[config.mk]
export PLATFORM = sky130hd
export DESIGN_NAME = calc_sequencer
export DESIGN_NICKNAME = d
export VERILOG_FILES = /design/src/rtl/calc_pkg.sv /design/src/rtl/calc_prog_mem.sv /design/src/rtl/calc_sequencer.sv
export SDC_FILE = /design/constraint.sdc
export NUM_CORES = 1
export LEC_CHECK = 0
export BUFFER_PORTS_ARGS = -buffer_cell sky130_fd_sc_hd__buf_2
export CORE_MARGIN = 10
export CORE_UTILIZATION = 56
export CTS_CLUSTER_DIAMETER = 100
export DETAILED_ROUTE_END_ITERATION = 8
export GPL_TIMING_DRIVEN = 0
export PLACE_DENSITY_LB_ADDON = 0.12
export SYNTH_ARGS = -nofsm -noshare
export SYNTH_HDL_FRONTEND = slang
export SYNTH_SLANG_ARGS = --single-unit
[constraint.sdc]
create_clock -name clk -period 5.2 [get_ports clk]
set_input_delay 1.04 -clock clk [delete_from_list [all_inputs] [get_ports clk]]
set_output_delay 1.04 -clock clk [all_outputs]
set_load 0.1 [all_outputs]
[src/rtl/calc_pkg.sv]
// calc_pkg
//   Shared definitions for the calc stack calculator and its program sequencer:
//   - op code constants (must match the encoding decoded by calc)
//   - sequencer FSM state type
//   - packed program word layout {op, data, last}
package calc_pkg;

  localparam logic [2:0] OP_ADD  = 3'd0;
  localparam logic [2:0] OP_SUB  = 3'd1;
  localparam logic [2:0] OP_MUL  = 3'd2;
  localparam logic [2:0] OP_NEG  = 3'd4;
  localparam logic [2:0] OP_PUSH = 3'd5;
  localparam logic [2:0] OP_POP  = 3'd6;

  typedef enum logic [2:0] {
    IDLE  = 3'd0,
    CLEAR = 3'd1,
    ISSUE = 3'd2,
    CHECK = 3'd3,
    DONE  = 3'd4,
    ERROR = 3'd5
  } seq_state_e;

  typedef struct packed {
    logic [2:0] op;
    logic [7:0] data;
    logic       last;
  } prog_word_t;

endpackage

[src/rtl/calc_prog_mem.sv]
// calc_prog_mem
//   DEPTH x 12-bit program store: one synchronous write port, one
//   asynchronous read port. Contents are deliberately not reset so a program
//   survives a reset of the sequencer.
//   Ports:
//     clk    - clock
//     we     - write enable (already qualified by the caller)
//     waddr  - write address
//     wdata  - program word to store
//     raddr  - read address
//     rdata  - program word at raddr (combinational)
module calc_prog_mem
  import calc_pkg::*;
#(
  parameter int DEPTH = 16,
  parameter int AW    = $clog2(DEPTH)
) (
  input  logic          clk,
  input  logic          we,
  input  logic [AW-1:0] waddr,
  input  prog_word_t    wdata,
  input  logic [AW-1:0] raddr,
  output prog_word_t    rdata
);

  prog_word_t mem_q [DEPTH];

  always_ff @(posedge clk) begin
    if (we) begin
      mem_q[waddr] <= wdata;
    end
  end

  assign rdata = mem_q[raddr];

endmodule

[src/rtl/calc_sequencer.sv]
// calc_sequencer
//   Runs a stored program on the calc stack calculator. On start it clears
//   calc for one cycle, then for each word issues op/in with a one-cycle apply
//   pulse and checks calc_valid on the following cycle. Ends on the word with
//   last set, on the final memory word, on the first invalid result, or on
//   abort.
//   Ports:
//     clk, rst (async, active low)
//     prog_we/prog_addr/prog_op/prog_data/prog_last - program load (IDLE only)
//     start, abort                                  - run control
//     busy, done, error, err_pc, result, result_empty - run status / outputs
//     calc_rst, calc_op, calc_in, calc_apply        - drive to calc
//     calc_tail, calc_empty, calc_valid             - from calc
module calc_sequencer
  import calc_pkg::*;
#(
  parameter int DEPTH = 16,
  parameter int AW    = $clog2(DEPTH)
) (
  input  logic          clk,
  input  logic          rst,
  input  logic          prog_we,
  input  logic [AW-1:0] prog_addr,
  input  logic [2:0]    prog_op,
  input  logic [7:0]    prog_data,
  input  logic          prog_last,
  input  logic          start,
  input  logic          abort,
  output logic          busy,
  output logic          done,
  output logic          error,
  output logic [AW-1:0] err_pc,
  output logic [7:0]    result,
  output logic          result_empty,
  output logic          calc_rst,
  output logic [2:0]    calc_op,
  output logic [7:0]    calc_in,
  output logic          calc_apply,
  input  logic [7:0]    calc_tail,
  input  logic          calc_empty,
  input  logic          calc_valid
);

  localparam logic [AW-1:0] PC_MAX = AW'(DEPTH - 1);

  seq_state_e    state_q, state_d;
  logic [AW-1:0] pc_q, pc_d;
  logic [AW-1:0] err_pc_q, err_pc_d;
  logic [7:0]    result_q, result_d;
  logic          result_empty_q, result_empty_d;
  logic          last_q, last_d;
  logic          calc_rst_q, calc_rst_d;
  logic          calc_apply_q, calc_apply_d;
  logic [2:0]    calc_op_q, calc_op_d;
  logic [7:0]    calc_in_q, calc_in_d;

  logic          mem_we;
  logic          abort_exit;
  prog_word_t    wr_word;
  prog_word_t    rd_word;

  assign wr_word = {prog_op, prog_data, prog_last};

  // The read port looks at the next pc so the word is ready to be registered
  // onto calc_op/calc_in on the same edge that enters ISSUE.
  calc_prog_mem #(
    .DEPTH (DEPTH),
    .AW    (AW)
  ) u_mem (
    .clk   (clk),
    .we    (mem_we),
    .waddr (prog_addr),
    .wdata (wr_word),
    .raddr (pc_d),
    .rdata (rd_word)
  );

  // Next-state / control. Does not look at rd_word, so the pc_d -> memory ->
  // datapath path below stays acyclic.
  always_comb begin
    state_d        = state_q;
    pc_d           = pc_q;
    err_pc_d       = err_pc_q;
    result_d       = result_q;
    result_empty_d = result_empty_q;
    mem_we         = 1'b0;
    abort_exit     = 1'b0;

    case (state_q)
      IDLE: begin
        mem_we = prog_we;
        if (start) begin
          state_d  = CLEAR;
          pc_d     = '0;
          err_pc_d = '0;
        end
      end
      CLEAR: begin
        if (abort) begin
          state_d    = IDLE;
          abort_exit = 1'b1;
        end else begin
          state_d = ISSUE;
        end
      end
      ISSUE: begin
        if (abort) begin
          state_d    = IDLE;
          abort_exit = 1'b1;
        end else begin
          state_d = CHECK;
        end
      end
      CHECK: begin
        if (abort) begin
          state_d    = IDLE;
          abort_exit = 1'b1;
        end else if (!calc_valid) begin
          state_d  = ERROR;
          err_pc_d = pc_q;
        end else if (last_q || (pc_q == PC_MAX)) begin
          // Latch on entry so result is already visible while done pulses.
          state_d        = DONE;
          result_d       = calc_tail;
          result_empty_d = calc_empty;
        end else begin
          state_d = ISSUE;
          pc_d    = pc_q + AW'(1);
        end
      end
      DONE:    state_d = IDLE;
      ERROR:   state_d = IDLE;
      default: state_d = IDLE;
    endcase
  end

  // Registered calc drive: op/in/last are loaded only when entering ISSUE,
  // so op/in hold between apply pulses.
  always_comb begin
    calc_op_d    = calc_op_q;
    calc_in_d    = calc_in_q;
    last_d       = last_q;
    calc_apply_d = (state_d == ISSUE);
    calc_rst_d   = (state_d == CLEAR) || abort_exit;
    if (state_d == ISSUE) begin
      calc_op_d = rd_word.op;
      calc_in_d = rd_word.data;
      last_d    = rd_word.last;
    end
  end

  always_ff @(posedge clk or negedge rst) begin
    if (!rst) begin
      state_q        <= IDLE;
      pc_q           <= '0;
      err_pc_q       <= '0;
      result_q       <= '0;
      result_empty_q <= 1'b0;
      last_q         <= 1'b0;
      calc_rst_q     <= 1'b1;
      calc_apply_q   <= 1'b0;
      calc_op_q      <= '0;
      calc_in_q      <= '0;
    end else begin
      state_q        <= state_d;
      pc_q           <= pc_d;
      err_pc_q       <= err_pc_d;
      result_q       <= result_d;
      result_empty_q <= result_empty_d;
      last_q         <= last_d;
      calc_rst_q     <= calc_rst_d;
      calc_apply_q   <= calc_apply_d;
      calc_op_q      <= calc_op_d;
      calc_in_q      <= calc_in_d;
    end
  end

  assign busy         = (state_q == CLEAR) || (state_q == ISSUE) || (state_q == CHECK);
  assign done         = (state_q == DONE);
  assign error        = (state_q == ERROR);
  assign err_pc       = err_pc_q;
  assign result       = result_q;
  assign result_empty = result_empty_q;
  assign calc_rst     = calc_rst_q;
  assign calc_op      = calc_op_q;
  assign calc_in      = calc_in_q;
  assign calc_apply   = calc_apply_q;

endmodule

==> results of run 1 <==
per-stage QoR:
step                instances  power, W
floorplan                1069   0.00356
global route             1452   0.00600
detailed placement       1407   0.00410
CTS                      1452   0.00577
finish                   1452   0.00583
global placement         1402   0.00407
cells in the final DEF, fill, tap and decap left out, types with 6 or more instances in the layout:
| cell type | n |
|---|---|
| nand3_1 | 56 |
| clkbuf_1 | 85 |
| buf_6 | 13 |
| nor4_1 | 93 |
| nor2_1 | 17 |
| nand2_1 | 31 |
| buf_2 | 91 |
| dfrtp_1 | 33 |
| buf_1 | 6 |
| a21oi_1 | 27 |
| o21ai_0 | 127 |
| a32oi_1 | 10 |
| edfxtp_1 | 192 |
| mux2i_1 | 59 |
| a211o_1 | 11 |
| a31oi_1 | 48 |
| mux2_2 | 10 |
| o32a_1 | 94 |
| clkbuf_16 | 28 |
| o2111ai_1 | 25 |
| nand4_1 | 12 |
| a2111oi_0 | 20 |
| o211ai_1 | 14 |
kinds of logic (layout without fill, tap and decap cells):
group                      after synthesis  after routing  share of synthesized area, %
buffers and inverters                  135            243                          5.21
and+or+nand+nor                        246            246                          11.3
DFF                                    226            226                          54.4
adders and majority gates                1              1                         0.103
AOI/OAI and AO/OA                      392            392                          23.3
muxes                                   69             69                          5.78
critical path: stages (launching register included):
cell       delay [ns]
dfrtp_1          0.46
ha_1             0.22
nand3_1          0.28
nand2_1          0.17
clkbuf_1         0.51
clkbuf_1         0.50
nor4_1           0.10
a2111oi_0        0.73
o21ai_0          0.37
nand4_1          0.15
power groups by stage:
stage / registers, W / logic [W] / clock network (W)
after floorplan: 0.00263 / 0.000928 / 0
after global placement: 0.00219 / 0.00189 / 0
after detailed placement: 0.00219 / 0.00191 / 0
after CTS: 0.00215 / 0.00191 / 0.00170
after global routing: 0.00217 / 0.00205 / 0.00178
final: 0.00215 / 0.00197 / 0.00171
state kept, by name (all words and copies together), names as in the netlist:
register      flops
calc_apply        1
calc_in           8
calc_op           3
calc_rst          1
err_pc            4
last_q            1
pc_q              4
result            8
result_empty      1
state_q           3
u_mem.mem_q     192
final cells by class:
class | count | area, um2 | area share [%]
plain buffers | 129 | 612 | 4.47
clock inverters | 7 | 36.3 | 0.265
repair buffers | 63 | 343 | 2.51
well taps | 275 | 344 | 2.52
inverters | 6 | 22.5 | 0.165
flip-flops and latches | 226 | 6620 | 48.4
clock buffers | 38 | 748 | 5.47
multi-input cells | 708 | 4950 | 36.2
routing by layer:
layer | track usage, % | vias up
li1 | - | 4645
met1 | 41.0 | 5252
met2 | 41.4 | 939
met3 | 7.35 | 122
met4 | 10.5 | 0
met5 | 0 | -
worst paths after layout:
path	from	endpoint	slack [ns]	cells after the start
max	pc_q[0]	last_q	1.66	9
min	result[2]	result[2]	0.50	1
max in group asynchronous	rst	result[7]	4.11	1
min in group asynchronous	rst	calc_in[6]	0.58	1
min reg2reg	result[2]	result[2]	0.50	1
max reg2reg	pc_q[0]	last_q	1.66	9
==> flow_metrics.py, run 1 <==
metrics = {
    "power_and_ir_drop": {
        "peakVddDrop_v": 0.000387,
        "p_int_w": 0.00356,
        "seq_power_share_pct": 37.0,
        "leakagePower_nw": 4.28,
        "pwr-share-clk_pct": 29.3,
        "switchingPower_w": 0.00227,
        "switching_share_pct": 38.9,
        "pwr-share-comb_pct": 33.8,
        "cellPowerDensity_nw_per_um2": 426,
    },
    "detailed_routing": {
        "dr.pass1.iters": 6,
        "via_count": 10958,
        "met2_length_um": 18100,
        "wl_per_cell_um": 29.4,
        "totalWireLength_um": 42700,
        "drt_iter0_markers": 2259,
        "top_layer": "met4",
        "wl_met3_um": 6090,
        "via_per_inst": 7.55,
        "wirelength_met1_um": 16800,
        "drc": 0,
        "ant_nets": 0,
    },
    "clock_network": {
        "post_cts_resized": 0,
        "clk_latency_ns": 0.54,
        "hold_buffers": 0,
        "postCtsSetupRepairBufs": 0,
        "cts-root-buf": "clkbuf_16",
        "cts_tree": "built",
        "clock_path_buffers": 3,
        "path_clk_slew_ns": 0.07,
        "htreeDepth": 1,
        "cts_buffers": 25,
        "cts.sinks": 226,
    },
    "floorplanning": {
        "die_w_um": 167,
        "core_area_um2": 21200,
        "ios": 60,
        "die_y_um": 167,
        "num_rows": 53,
        "initial_core_util_pct": 57.4,
        "dieArea_um2": 28000,
    },
    "worst_setup_path": {
        "crit_required_ns": 5.67,
        "cp-end-kind": "flop",
        "arrival_ns": 4.01,
        "crit_type": "reg -> reg",
        "cp-start-kind": "flop",
        "critPathMaxFanout": 10,
    },
    "synth": {
        "synth.top_cells.by_area": "edfxtp_1 47%, o32a_1 7.7%, dfrtp_1 6.8%",
        "async_flop_share_pct": 15.0,
        "synth_most_common_cell": "edfxtp_1",
        "yosysTopAreaCellShare_pct": 47.4,
        "synth_flop_cell": "edfxtp_1",
        "ys_types": 57,
        "syn_area_um2": 12200,
        "yosysSeqAreaShare_pct": 54.4,
        "netlist_top_cells_count": "192 x edfxtp_1, 127 x o21ai_0, 94 x o32a_1",
        "synth_nets": 1101,
        "ys_ff_latch": 226,
        "synth_warnings": 0,
        "synth_edf_count": 192,
        "syn_avg_cell_area_um2": 11.4,
        "yosys.area.top_type": "edfxtp_1",
        "syn_inst": 1069,
    },
    "finish": {
        "post-route-util_pct": 64.5,
        "final_area_um2": 13700,
        "n_fill_cell": 1670,
        "final_nets": 1191,
        "insertedDiodeCount": 0,
        "final_layout_size_suffix_gt1_share_pct": 14.4,
        "syn_to_final_growth_pct": 12.4,
    },
    "placed_design": {
        "portBuffers": 58,
        "place_hpwl_um": 28900,
        "routabilityCongestion": 1.01,
        "place_ws_ns": 1.16,
        "placedInstanceArea_um2": 12900,
    },
    "timing": {
        "fin_ws_ns": 1.66,
        "period_share_pct": 68.1,
        "timing.fmax_ghz": 0.283,
        "hold_slack_ns": 0.501,
        "rsz0062_at_grt": "false",
        "slew_violations": 0,
        "hold_violations": 0,
        "tightest_slew_ns": 1.43,
        "clock_skew_ns": 0.0178,
        "finalSetupTns_ns": 0,
        "finalSetupViolations": 0,
        "relSlewSlack_pct": 4.18,
        "period_minus_slack_ns": 3.54,
    },
    "grt": {
        "grt_use_total_pct": 28.7,
        "antenna_found_initial": 0,
        "grt.overflow.total": 0,
        "grt_pass1_wl_um": 63400,
        "grt_pass1_vias": 10105,
        "grt_max_degree": 35,
    },
    "min_path": {
        "hp-class": "reg -> reg",
    },
    "outcome": {
        "outcome": "completed",
    },
    "flow_run": {
        "max_cap_viol_count": 0,
    },
}
Power figures use the tool's default switching activity.
==> run 2, diff against run 1 <==
--- a/config.mk
+++ b/config.mk
@@ -5,9 +5,10 @@
 export SDC_FILE = /design/constraint.sdc
 export NUM_CORES = 1
 export LEC_CHECK = 0
+export ABC_AREA = 1
 export BUFFER_PORTS_ARGS = -buffer_cell sky130_fd_sc_hd__buf_2
 export CORE_MARGIN = 10
-export CORE_UTILIZATION = 56
+export CORE_UTILIZATION = 55
 export CTS_CLUSTER_DIAMETER = 100
 export DETAILED_ROUTE_END_ITERATION = 8
 export GPL_TIMING_DRIVEN = 0
==> constraint.sdc (replaced) <==
create_clock -name clk -period 3.2 [get_ports clk]
set_input_delay 0.64 -clock clk [delete_from_list [all_inputs] [get_ports clk]]
set_output_delay 0.64 -clock clk [all_outputs]
set_load 0.1 [all_outputs]
==> flow_metrics.py, run 2 <==
metrics = {
    "timing": {
        "finalSetupViolations": 0,
        "hold_violations": 0,
        "tightest_slew_ns": 1.31,
        "rsz0062_at_grt": "false",
        "slew_violations": 0,
        "finalSetupTns_ns": 0,
        "clock_skew_ns": 0.00867,
        "period_share_pct": 87.1,
        "fin_ws_ns": 0.411,
        "hold_slack_ns": 0.180,
        "timing.fmax_ghz": 0.359,
        "relSlewSlack_pct": 12.4,
        "period_minus_slack_ns": 2.79,
    },
    "synth": {
        "yosysSeqAreaShare_pct": 65.9,
        "netlist_top_cells_count": "228 x nand3_1, 192 x edfxtp_1, 175 x nand2_1",
        "syn_area_um2": 10000,
        "synth_edf_count": 192,
        "synth_warnings": 0,
        "ys_types": 26,
        "yosys.area.top_type": "edfxtp_1",
        "synth.top_cells.by_area": "edfxtp_1 57%, nand3_1 11%, dfrtp_1 8.2%",
        "async_flop_share_pct": 15.0,
        "synth_nets": 979,
        "syn_avg_cell_area_um2": 10.6,
        "syn_inst": 947,
        "synth_most_common_cell": "nand3_1",
        "synth_flop_cell": "edfxtp_1",
        "yosysTopAreaCellShare_pct": 57.4,
        "ys_ff_latch": 226,
    },
    "grt": {
        "grt_pass1_wl_um": 39100,
        "grt_max_degree": 35,
        "grt.overflow.total": 0,
        "grt_use_total_pct": 21.4,
        "antenna_found_initial": 0,
        "grt_pass1_vias": 6513,
    },
    "clock_network": {
        "clock_path_buffers": 3,
        "path_clk_slew_ns": 0.06,
        "htreeDepth": 1,
        "hold_buffers": 0,
        "cts_tree": "built",
        "postCtsSetupRepairBufs": 0,
        "clk_latency_ns": 0.52,
        "cts.sinks": 226,
        "cts-root-buf": "clkbuf_16",
        "cts_buffers": 24,
        "post_cts_resized": 0,
    },
    "worst_setup_path": {
        "cp_top_family": "simple AND/OR/NAND/NOR gates",
        "crit_buf_inv": 0,
        "timing.rr.end": "u_mem.mem_q[11][3]",
        "cp-start-kind": "flop",
        "cp_common_cell": "nor2_1",
        "path_cells": "nor2_2 -> nand2_1 -> nor2_1 -> nand3_1 -> nor2_1",
        "rr_startpoint": "state_q[1]",
        "cp-end-kind": "flop",
        "crit_type": "reg -> reg",
        "slowest_stage": "nor2_1",
        "r2r_slack_ns": 0.41,
        "arrival_ns": 2.91,
        "crit_required_ns": 3.32,
        "slowest_delay_ns": 1.03,
        "reg2regPathDepth": 5,
        "critPathMaxFanout": 12,
    },
    "placed_design": {
        "place_hpwl_um": 17800,
        "place_ws_ns": 0.394,
        "portBuffers": 59,
        "routabilityCongestion": 0.976,
    },
    "power_and_ir_drop": {
        "peakVddDrop_v": 0.00115,
        "cellPowerDensity_nw_per_um2": 877,
        "leakagePower_nw": 5.03,
    },
    "floorplanning": {
        "num_rows": 49,
        "die_w_um": 155,
        "ios": 60,
        "dieArea_um2": 24100,
        "die_y_um": 155,
        "initial_core_util_pct": 55.9,
        "core_area_um2": 18000,
    },
    "flow_run": {
        "max_cap_viol_count": 0,
    },
    "detailed_routing": {
        "drt_iter0_markers": 732,
        "via_per_inst": 5.45,
        "totalWireLength_um": 26200,
        "wl_per_cell_um": 20.5,
        "ant_nets": 0,
        "via_count": 6970,
        "dr.pass1.iters": 5,
        "drc": 0,
    },
    "finish": {
        "ff_latch_area_um2": 6620,
        "n_fill_cell": 1418,
        "syn_to_final_growth_pct": 13.9,
        "post-route-util_pct": 63.7,
        "layout_common_cells": "228 x nand3_1, 192 x edfxtp_1, 175 x nand2_1",
        "layout_commonest_cell": "nand3_1",
        "largest_register_ff_count": 192,
        "top_register": "u_mem.mem_q",
        "multi_input_area_um2": 2490,
        "insertedDiodeCount": 0,
        "final_layout_size_suffix_gt1_share_pct": 15.3,
        "final_nets": 1064,
    },
    "min_path": {
        "hp-class": "in -> async",
    },
    "outcome": {
        "outcome": "completed",
    },
}
==> run 2: cell types whose count changed after synthesis, sizes merged, moves of 26 or more <==
cell and delta:
o21ai -124, mux2i -59, nand3 +172, o2111ai -26, clkbuf -71, nand3b +47, nor4 -93, nand2 +147
a21oi -26, inv +165, a31oi -48, o32a -94
==> run 2: how the worst max path moves through the flow <==
stage                     startpoint  slack [ns]             endpoint  cells after the start
after floorplan           state_q[0]        0.04                error                      2
after global placement       prog_we        0.47   u_mem.mem_q[10][2]                      5
after CTS                 state_q[1]        0.43    u_mem.mem_q[9][4]                      5
final                     state_q[1]        0.41   u_mem.mem_q[11][3]                      5
after global routing      state_q[0]        0.22  u_mem.mem_q[10][10]                      5
after detailed placement     prog_we        0.39    u_mem.mem_q[9][5]                      5
==> run 2: layer usage <==
metal	part of all wire (%)	routed length [um]	global-route usage, %	vias up
met2	43	11400	31.5	337
met1	42	11100	29.7	3243
met4	4.4	1150	9.45	0
met5	0	0	0	-
met3	9.8	2580	4.88	67
li1	-	-	-	3323
==> run 2: layout make-up <==
type,count,share of cell area (%)
Multi-Input combinational cell,502,21.7
Timing Repair Buffer,59,2.58
Sequential cell,226,57.8
Tap cell,229,2.50
Inverter,171,5.61
Buffer,48,2.58
Clock inverter,16,1.61
Clock buffer,27,5.53
==> run 2: worst register-to-register path, cell delays in order (launching register included) <==
cell and delay [ns]:
dfrtp_1 0.43, nor2_2 0.19, nand2_1 0.09, nor2_1 0.40, nand3_1 0.24, nor2_1 1.03
==> run 2: cell families (layout without fill, tap and decap cells) <==
| group | Yosys count | after routing | share of synthesized area [%] |
|---|---|---|---|
| adder cells (fa/ha/maj) | 1 | 1 | 0.125 |
| AND/OR/NAND/NOR | 483 | 483 | 23.1 |
| multiplexers | 9 | 9 | 1.01 |
| buffers and inverters | 219 | 321 | 9.33 |
| AO/OA/AOI/OAI | 9 | 9 | 0.573 |
| flip-flops | 226 | 226 | 65.9 |
==> run 2: metrics by stage <==
stage / total power [W] / cell area [um2] / instances
finish: 0.0100 / 11400 / 1278
global route: 0.0105 / 11400 / 1278
CTS: 0.0100 / 11400 / 1278
detailed placement: 0.00716 / 10600 / 1235
global placement: 0.00714 / 10600 / 1235
floorplan: 0.00612 / 10000 / 947
==> run 2: report_power, final <==
| group | total [W] | switching, W | leakage, nW | internal [W] |
|---|---|---|---|---|
| Clock | 0.00287 | 0.00113 | 0.383 | 0.00174 |
| Combinational | 0.00366 | 0.00279 | 2.47 | 0.000870 |
| Sequential | 0.00350 | 0.0000941 | 2.18 | 0.00341 |
| Total | 0.0100 | 0.00401 | 5.03 | 0.00601 |
